`src/rtl/pc_fetch_pkg.sv`:
```
`default_nettype none
// ============================================================================
// Module      : pc_fetch_pkg
// Description : Shared definitions for the program-counter / status stage:
//               address widths, fetch state encoding and the named branch
//               targets that fill the branch table.
// Config      : PC_CYCLE_COUNT_EN (used by pc_fetch, not by this package)
// Revision    : 1.0 - initial release
// ============================================================================
package pc_fetch_pkg;

    localparam int PC_W  = 10;
    localparam int LUT_W = 5;

    // Run bracket seen by the testbench: IDLE -> RUN -> DONE -> RUN ...
    typedef enum logic [1:0] {
        S_IDLE = 2'd0,
        S_RUN  = 2'd1,
        S_DONE = 2'd2
    } fetch_state_t;

    // Named absolute branch targets for the current program set
    localparam logic [PC_W-1:0] BR_TGT_LOOP  = 10'd16;
    localparam logic [PC_W-1:0] BR_TGT_MULT  = 10'd64;
    localparam logic [PC_W-1:0] BR_TGT_SHIFT = 10'd100;
    localparam logic [PC_W-1:0] BR_TGT_EXIT  = 10'd200;
    localparam logic [PC_W-1:0] BR_TGT_DATA  = 10'd512;
    localparam logic [PC_W-1:0] BR_TGT_LAST  = 10'd1023;

endpackage
`default_nettype wire

```
`src/rtl/pc_fetch_branch_lut.sv`:
```
`default_nettype none
// ============================================================================
// Module      : pc_fetch_branch_lut
// Description : Combinational branch target ROM. Indexed by the instruction's
//               branch field; unprogrammed entries read zero. Swapping this
//               file changes the target table without touching pc_fetch.
// Revision    : 1.0 - initial release
// ============================================================================
module pc_fetch_branch_lut
    import pc_fetch_pkg::*;
(
    input  logic [LUT_W-1:0] idx_i,
    output logic [PC_W-1:0]  target_o
);

    // Table lookup; anything not listed falls through to address 0
    always_comb begin
        target_o = '0;
        case (idx_i)
            5'd0:    target_o = BR_TGT_LOOP;
            5'd1:    target_o = BR_TGT_MULT;
            5'd2:    target_o = BR_TGT_SHIFT;
            5'd3:    target_o = BR_TGT_EXIT;
            5'd7:    target_o = BR_TGT_DATA;
            5'd31:   target_o = BR_TGT_LAST;
            default: target_o = '0;
        endcase
    end

endmodule
`default_nettype wire

```
`src/rtl/pc_fetch.sv`:
```
`default_nettype none
// ============================================================================
// Module      : pc_fetch
// Description : Program counter and ALU status registers for the single-cycle
//               8-bit core, with a start/run/done bracket around each run.
//               Branches resolve in the same cycle (no delay slot).
// Config      : PC_CYCLE_COUNT_EN adds the saturating CYCLES run counter.
// Revision    : 1.0 - initial release
// ============================================================================
module pc_fetch
    import pc_fetch_pkg::*;
(
    input  logic             CLK,
    input  logic             RESET_N,
    input  logic             START,
    input  logic [PC_W-1:0]  START_ADDR,
    input  logic             HALT,
    input  logic             STALL,
    input  logic             FLAG_BRANCH_EN,
    input  logic [LUT_W-1:0] BRANCH_IDX,
    input  logic             STATUS_WE,
    input  logic             FLAG_D,
    input  logic             OVERFLOW_D,
    output logic [PC_W-1:0]  PC,
    output logic             FLAG_Q,
    output logic             OVERFLOW_Q,
    output logic             RUNNING,
    output logic             DONE
`ifdef PC_CYCLE_COUNT_EN
    ,
    output logic [15:0]      CYCLES
`endif
);

    localparam logic [PC_W-1:0] c_PC_ONE = {{(PC_W-1){1'b0}}, 1'b1};

    fetch_state_t    state_q, state_d;
    logic [PC_W-1:0] pc_q, pc_d;
    logic            flag_q, flag_d;
    logic            ovf_q, ovf_d;
    logic [PC_W-1:0] w_target;

    pc_fetch_branch_lut u_branch_lut (
        .idx_i    (BRANCH_IDX),
        .target_o (w_target)
    );

    // Next state for FSM, PC and status: HALT > STALL > branch > increment
    always_comb begin
        state_d = state_q;
        pc_d    = pc_q;
        flag_d  = flag_q;
        ovf_d   = ovf_q;
        case (state_q)
            S_IDLE, S_DONE: begin
                if (START) begin
                    state_d = S_RUN;
                    pc_d    = START_ADDR;
                    flag_d  = 1'b0;
                    ovf_d   = 1'b0;
                end
            end
            S_RUN: begin
                if (HALT) begin
                    state_d = S_DONE;
                end else if (!STALL) begin
                    pc_d = FLAG_BRANCH_EN ? w_target : (pc_q + c_PC_ONE);
                    if (STATUS_WE) begin
                        flag_d = FLAG_D;
                        ovf_d  = OVERFLOW_D;
                    end
                end
            end
            default: state_d = S_IDLE;
        endcase
    end

    // State register with synchronous active-low reset
    always_ff @(posedge CLK) begin
        if (!RESET_N) begin
            state_q <= S_IDLE;
            pc_q    <= '0;
            flag_q  <= 1'b0;
            ovf_q   <= 1'b0;
        end else begin
            state_q <= state_d;
            pc_q    <= pc_d;
            flag_q  <= flag_d;
            ovf_q   <= ovf_d;
        end
    end

`ifdef PC_CYCLE_COUNT_EN
    logic [15:0] cycles_q, cycles_d;

    // Count every non-HALT RUN cycle (stalls included), saturate at all-ones,
    // clear on an accepted START
    always_comb begin
        cycles_d = cycles_q;
        case (state_q)
            S_IDLE, S_DONE: begin
                if (START) begin
                    cycles_d = '0;
                end
            end
            S_RUN: begin
                if (!HALT && (cycles_q != 16'hFFFF)) begin
                    cycles_d = cycles_q + 16'd1;
                end
            end
            default: cycles_d = cycles_q;
        endcase
    end

    // Run cycle counter register
    always_ff @(posedge CLK) begin
        if (!RESET_N) begin
            cycles_q <= '0;
        end else begin
            cycles_q <= cycles_d;
        end
    end

    assign CYCLES = cycles_q;
`endif

    assign PC         = pc_q;
    assign FLAG_Q     = flag_q;
    assign OVERFLOW_Q = ovf_q;
    assign RUNNING    = (state_q == S_RUN);
    assign DONE       = (state_q == S_DONE);

endmodule
`default_nettype wire
```
`config.mk`:
```
export PLATFORM = sky130hd
export DESIGN_NAME = pc_fetch
export DESIGN_NICKNAME = d
export VERILOG_FILES = /design/src/rtl/pc_fetch_pkg.sv /design/src/rtl/pc_fetch_branch_lut.sv /design/src/rtl/pc_fetch.sv
export SDC_FILE = /design/constraint.sdc
export NUM_CORES = 1
export LEC_CHECK = 0
export ABC_AREA = 1
export CAP_MARGIN = 20
export CORE_UTILIZATION = 47
export DETAILED_ROUTE_END_ITERATION = 8
export GPL_TIMING_DRIVEN = 1
export HOLD_SLACK_MARGIN = 0.02
export PLACE_DENSITY = 0.93
export SLEW_MARGIN = 5
export SYNTH_ARGS = -nofsm -noshare
export SYNTH_HDL_FRONTEND = slang
export SYNTH_SLANG_ARGS = --single-unit
```
`constraint.sdc`:
```
create_clock -name CLK -period 2.55 [get_ports CLK]
set_input_delay 0.3825 -clock CLK [delete_from_list [all_inputs] [get_ports CLK]]
set_output_delay 0.3825 -clock CLK [all_outputs]
set_load 0.1 [all_outputs]
```
==> impl_results.html <==
<table>
<tr><th>Metric</th><th>Value</th></tr>
<tr><th colspan="2">Global route</th></tr>
<tr><td>GR Util All Layers</td><td>approximately 27%</td></tr>
<tr><td>Initial antenna violation count</td><td>0</td></tr>
<tr><td>Largest net degree at the start of global routing</td><td>25</td></tr>
<tr><td>Number of global-route vias before repair</td><td>between 1,000 and 1,500</td></tr>
<tr><td>First-pass GRT wire length</td><td>between 5000 and 6000 µm</td></tr>
<tr><td>Remaining global-route overflow</td><td>0</td></tr>
<tr><th colspan="2">Yosys</th></tr>
<tr><td>Post-synthesis cell type count</td><td>23</td></tr>
<tr><td>Syn_nets</td><td>between 200 and 250</td></tr>
<tr><td>Register area share after synthesis</td><td>between 20% and 30%</td></tr>
<tr><td>Number of cells produced by synthesis</td><td>~180</td></tr>
<tr><td>Post-synthesis cell area</td><td>between 1000 and 1500 µm²</td></tr>
<tr><td>Total of flip-flops plus latches after synthesis</td><td>14</td></tr>
<tr><td>Number of synthesis warnings</td><td>0</td></tr>
<tr><td>Mean Syn Cell Area</td><td>5.80 µm²</td></tr>
<tr><th colspan="2">Timing</th></tr>
<tr><td>Final number of hold-violating endpoints</td><td>0</td></tr>
<tr><td>Worst-Margin Slew</td><td>between 500 and 600 ps</td></tr>
<tr><td>Final setup fails</td><td>0</td></tr>
<tr><td>Max-slew violations</td><td>0</td></tr>
<tr><td>Setup slack after layout</td><td>between 600 and 700 ps</td></tr>
<tr><td>Final Critical Period</td><td>1900 ps</td></tr>
<tr><td>Final setup TNS</td><td>0 ps</td></tr>
<tr><td>Worst relative slew slack</td><td>65.8%</td></tr>
<tr><td>Post-Route Skew</td><td>6.35 ps</td></tr>
<tr><td>Final worst path period share</td><td>between 70% and 80%</td></tr>
<tr><td>Upper clock frequency limit</td><td>525 MHz</td></tr>
<tr><td>RSZ-0062 raised after global routing</td><td>no</td></tr>
<tr><th colspan="2">Floorplan</th></tr>
<tr><td>Number of standard-cell rows in the floorplan</td><td>16</td></tr>
<tr><td>Core area</td><td>between 2000 and 2500 µm²</td></tr>
<tr><td>Horizontal die dimension</td><td>48.6 µm</td></tr>
<tr><td>Area of the die</td><td>~2400 µm²</td></tr>
<tr><td>Initial core utilization</td><td>slightly above 50%</td></tr>
<tr><td>Count of pins on the block boundary</td><td>38</td></tr>
<tr><td>Vertical die dimension</td><td>around 50 µm</td></tr>
<tr><th colspan="2">Finish</th></tr>
<tr><td>Synthesis-to-finish area growth</td><td>37.3%</td></tr>
<tr><td>Cell Count, Final, Fillers Out</td><td>240</td></tr>
<tr><td>Number of antenna cells inserted</td><td>0</td></tr>
<tr><td>Share of post-route cells with drive strength above 1</td><td>about 15%</td></tr>
<tr><td>Final-stage net count</td><td>around 240</td></tr>
<tr><th colspan="2">Route</th></tr>
<tr><td>Post-detailed-route count of antenna-violating nets</td><td>0</td></tr>
<tr><td>DRC Markers</td><td>0</td></tr>
<tr><td>Detailed Route WL</td><td>between 2000 and 3000 µm</td></tr>
<tr><td>WL per Instance</td><td>12.3 µm</td></tr>
<tr><td>Number of DRC markers in iteration 0</td><td>between 60 and 70</td></tr>
<tr><td>Detailed-route via count</td><td>roughly 1,300</td></tr>
<tr><td>Drt pass-1 iters</td><td>5</td></tr>
<tr><td>Detail-routed via count per cell</td><td>5.39</td></tr>
<tr><th colspan="2">Power</th></tr>
<tr><td>Peak VDD IR</td><td>around 0.47 mV</td></tr>
<tr><td>Ratio of total power to cell area</td><td>518 nW/µm²</td></tr>
<tr><td>Leak</td><td>around 0.64 nW</td></tr>
<tr><th colspan="2">Worst hold path</th></tr>
<tr><td>Hold WC Path Type</td><td>reg2reg</td></tr>
<tr><th colspan="2">Clock network</th></tr>
<tr><td>Clock latency on the worst-skew pair</td><td>about 290 ps</td></tr>
<tr><td>Buffers from clock root to sink, at most</td><td>2</td></tr>
<tr><td>Clock root buffer master</td><td>clkbuf_4</td></tr>
<tr><td>Clock transition at the registers of the reported paths</td><td>~100 ps</td></tr>
<tr><td>Post-CTS Setup Repair Bufs</td><td>0</td></tr>
<tr><td>TritonCTS clock tree</td><td>done</td></tr>
<tr><td>Count of clock tree sinks</td><td>14</td></tr>
<tr><td>Hold-fix buffer count after cts</td><td>0</td></tr>
<tr><td>CTS H-Tree Depth</td><td>1</td></tr>
<tr><td>Num CTS Buffers</td><td>3</td></tr>
<tr><td># resized after CTS</td><td>0</td></tr>
<tr><th colspan="2">Critical path</th></tr>
<tr><td>CP cell instances</td><td>inv_2, nor2_4, buf_4</td></tr>
<tr><td>Crit path buffers/inverters</td><td>2</td></tr>
<tr><td>Endpoint class of the critical path</td><td>output port</td></tr>
<tr><td>Worst path max stage delay</td><td>~400 ps</td></tr>
<tr><td>Category of the critical setup timing path</td><td>reg2out</td></tr>
<tr><td>Worst Path Required</td><td>approximately 2200 ps</td></tr>
<tr><td>Kind of launch point of the worst setup path</td><td>flop</td></tr>
<tr><td>Data arrival at the endpoint of the critical path</td><td>1520 ps</td></tr>
<tr><td>Kind of cell adding the most delay to the critical path</td><td>buffers and inverters</td></tr>
<tr><td>Maximum net fanout on the critical path</td><td>24</td></tr>
<tr><td>Cell at the slowest stage of the critical path</td><td>nor2_4</td></tr>
<tr><th colspan="2">Place</th></tr>
<tr><td>Final weighted congestion of routability-driven global placement</td><td>between 0.9 and 1</td></tr>
<tr><td>HPWL after DPL</td><td>about 2200 µm</td></tr>
<tr><td>Port-buffer cells</td><td>37</td></tr>
<tr><td>Worst slack after detailed placement</td><td>around 750 ps</td></tr>
<tr><td>Placed Instances</td><td>roughly 240</td></tr>
<tr><th colspan="2">Flow run</th></tr>
<tr><td># Max-Cap Violations</td><td>0</td></tr>
<tr><th colspan="2">Status</th></tr>
<tr><td>Result of the run</td><td>complete, no violations</td></tr>
</table>
## registers in the layout (all words and copies together) (netlist names)
register	count
FLAG_Q	1
state_q	2
OVERFLOW_Q	1
PC	10
## synth_stat cells
master	n	area share, %
nand2_1	55	20
nand3_1	22	11
nor2_1	18	6.6
a21oi_1	16	7.8
inv_1	16	5.9
dfxtp_1	14	27
o21ai_0	6	2.9
or2_2	5	3.1
inv_2	3	1.1
nor2_2	3	1.8
o21ai_1	3	1.5
a31oi_1	2	1.2
buf_2	2	0.98
o21bai_1	2	1.5
buf_6	1	1.1
clkbuf_1	1	0.37
clkinv_1	1	0.37
ha_1	1	1.2
nand2_2	1	0.61
nand2_4	1	1.1
nand4_1	1	0.61
nor2_4	1	1.1
o22ai_1	1	0.61
## layout make-up
type                            count  area, µm²
Timing Repair Buffer               37        335
Fill cell                         169        601
Clock buffer                        4       36.3
Inverter                           20       75.1
Multi-Input combinational cell    138        641
Sequential cell                    14        280
Tap cell                           27       33.8
## power breakdown
group | internal [mW] | switching [mW]
clock network | 0.0871 | 0.0844
logic | 0.0906 | 0.207
registers | 0.235 | 0.0219
total | 0.413 | 0.313
## final timing paths
path	from	to	slack, ps	cells past startpoint
max	state_q[0]$_SDFFE_PN0P_	RUNNING	650	3
min	FLAG_Q$_SDFFE_PN0P_	FLAG_Q$_SDFFE_PN0P_	470	2
max reg2reg	state_q[0]$_SDFFE_PN0P_	PC[6]$_SDFFE_PN0P_	910	8
min reg2reg	FLAG_Q$_SDFFE_PN0P_	FLAG_Q$_SDFFE_PN0P_	470	2
## placed cells by master (no fill, tap or decap), drive strengths merged
master and count:
inv 19, clkinv 1, buf 14, dfxtp 14, o22ai 1, o21bai 2
nor2 22, o21ai 9, a21oi 16, nand4 1, a31oi 2, nand2 57
nand3 22, clkdlybuf4s50 23, clkbuf 4, ha 1, or2 5
## worst min-delay path: stages (launching register included)
cell     delay, ps
dfxtp_1        320
nand2_1         60
a21oi_1         50
## cell families after synthesis
group	Yosys count	synth area share (%)
AOI/OAI and AO/OA	30	15.6
adders and majority gates	1	1.23
buffers and inverters	24	9.80
DFF	14	27.5
and+or+nand+nor	107	46.0
## per-layer routing
layer	part of all wire (%)	up-vias	track usage (%)
met2	49	59	46.8
met3	6.7	11	3.77
met4	3.1	0	14.7
met5	0	-	0
li1	-	640	-
met1	41	584	32.0
## metrics by stage
| step | total power, mW | cell area (µm²) | util (%) | hold WS [ps] |
|---|---|---|---|---|
| floorplan | 0.473 | 1020 | - | 490 |
| global placement | 0.550 | 1370 | 68.2 | 457 |
| detailed placement | 0.557 | 1370 | 68.2 | 460 |
| CTS | 0.726 | 1400 | 70.0 | 475 |
| global route | 0.758 | 1400 | 70.0 | 502 |
| finish | 0.726 | 1400 | 70.0 | 472 |
Note: power is estimated with default switching activity, not from simulation.
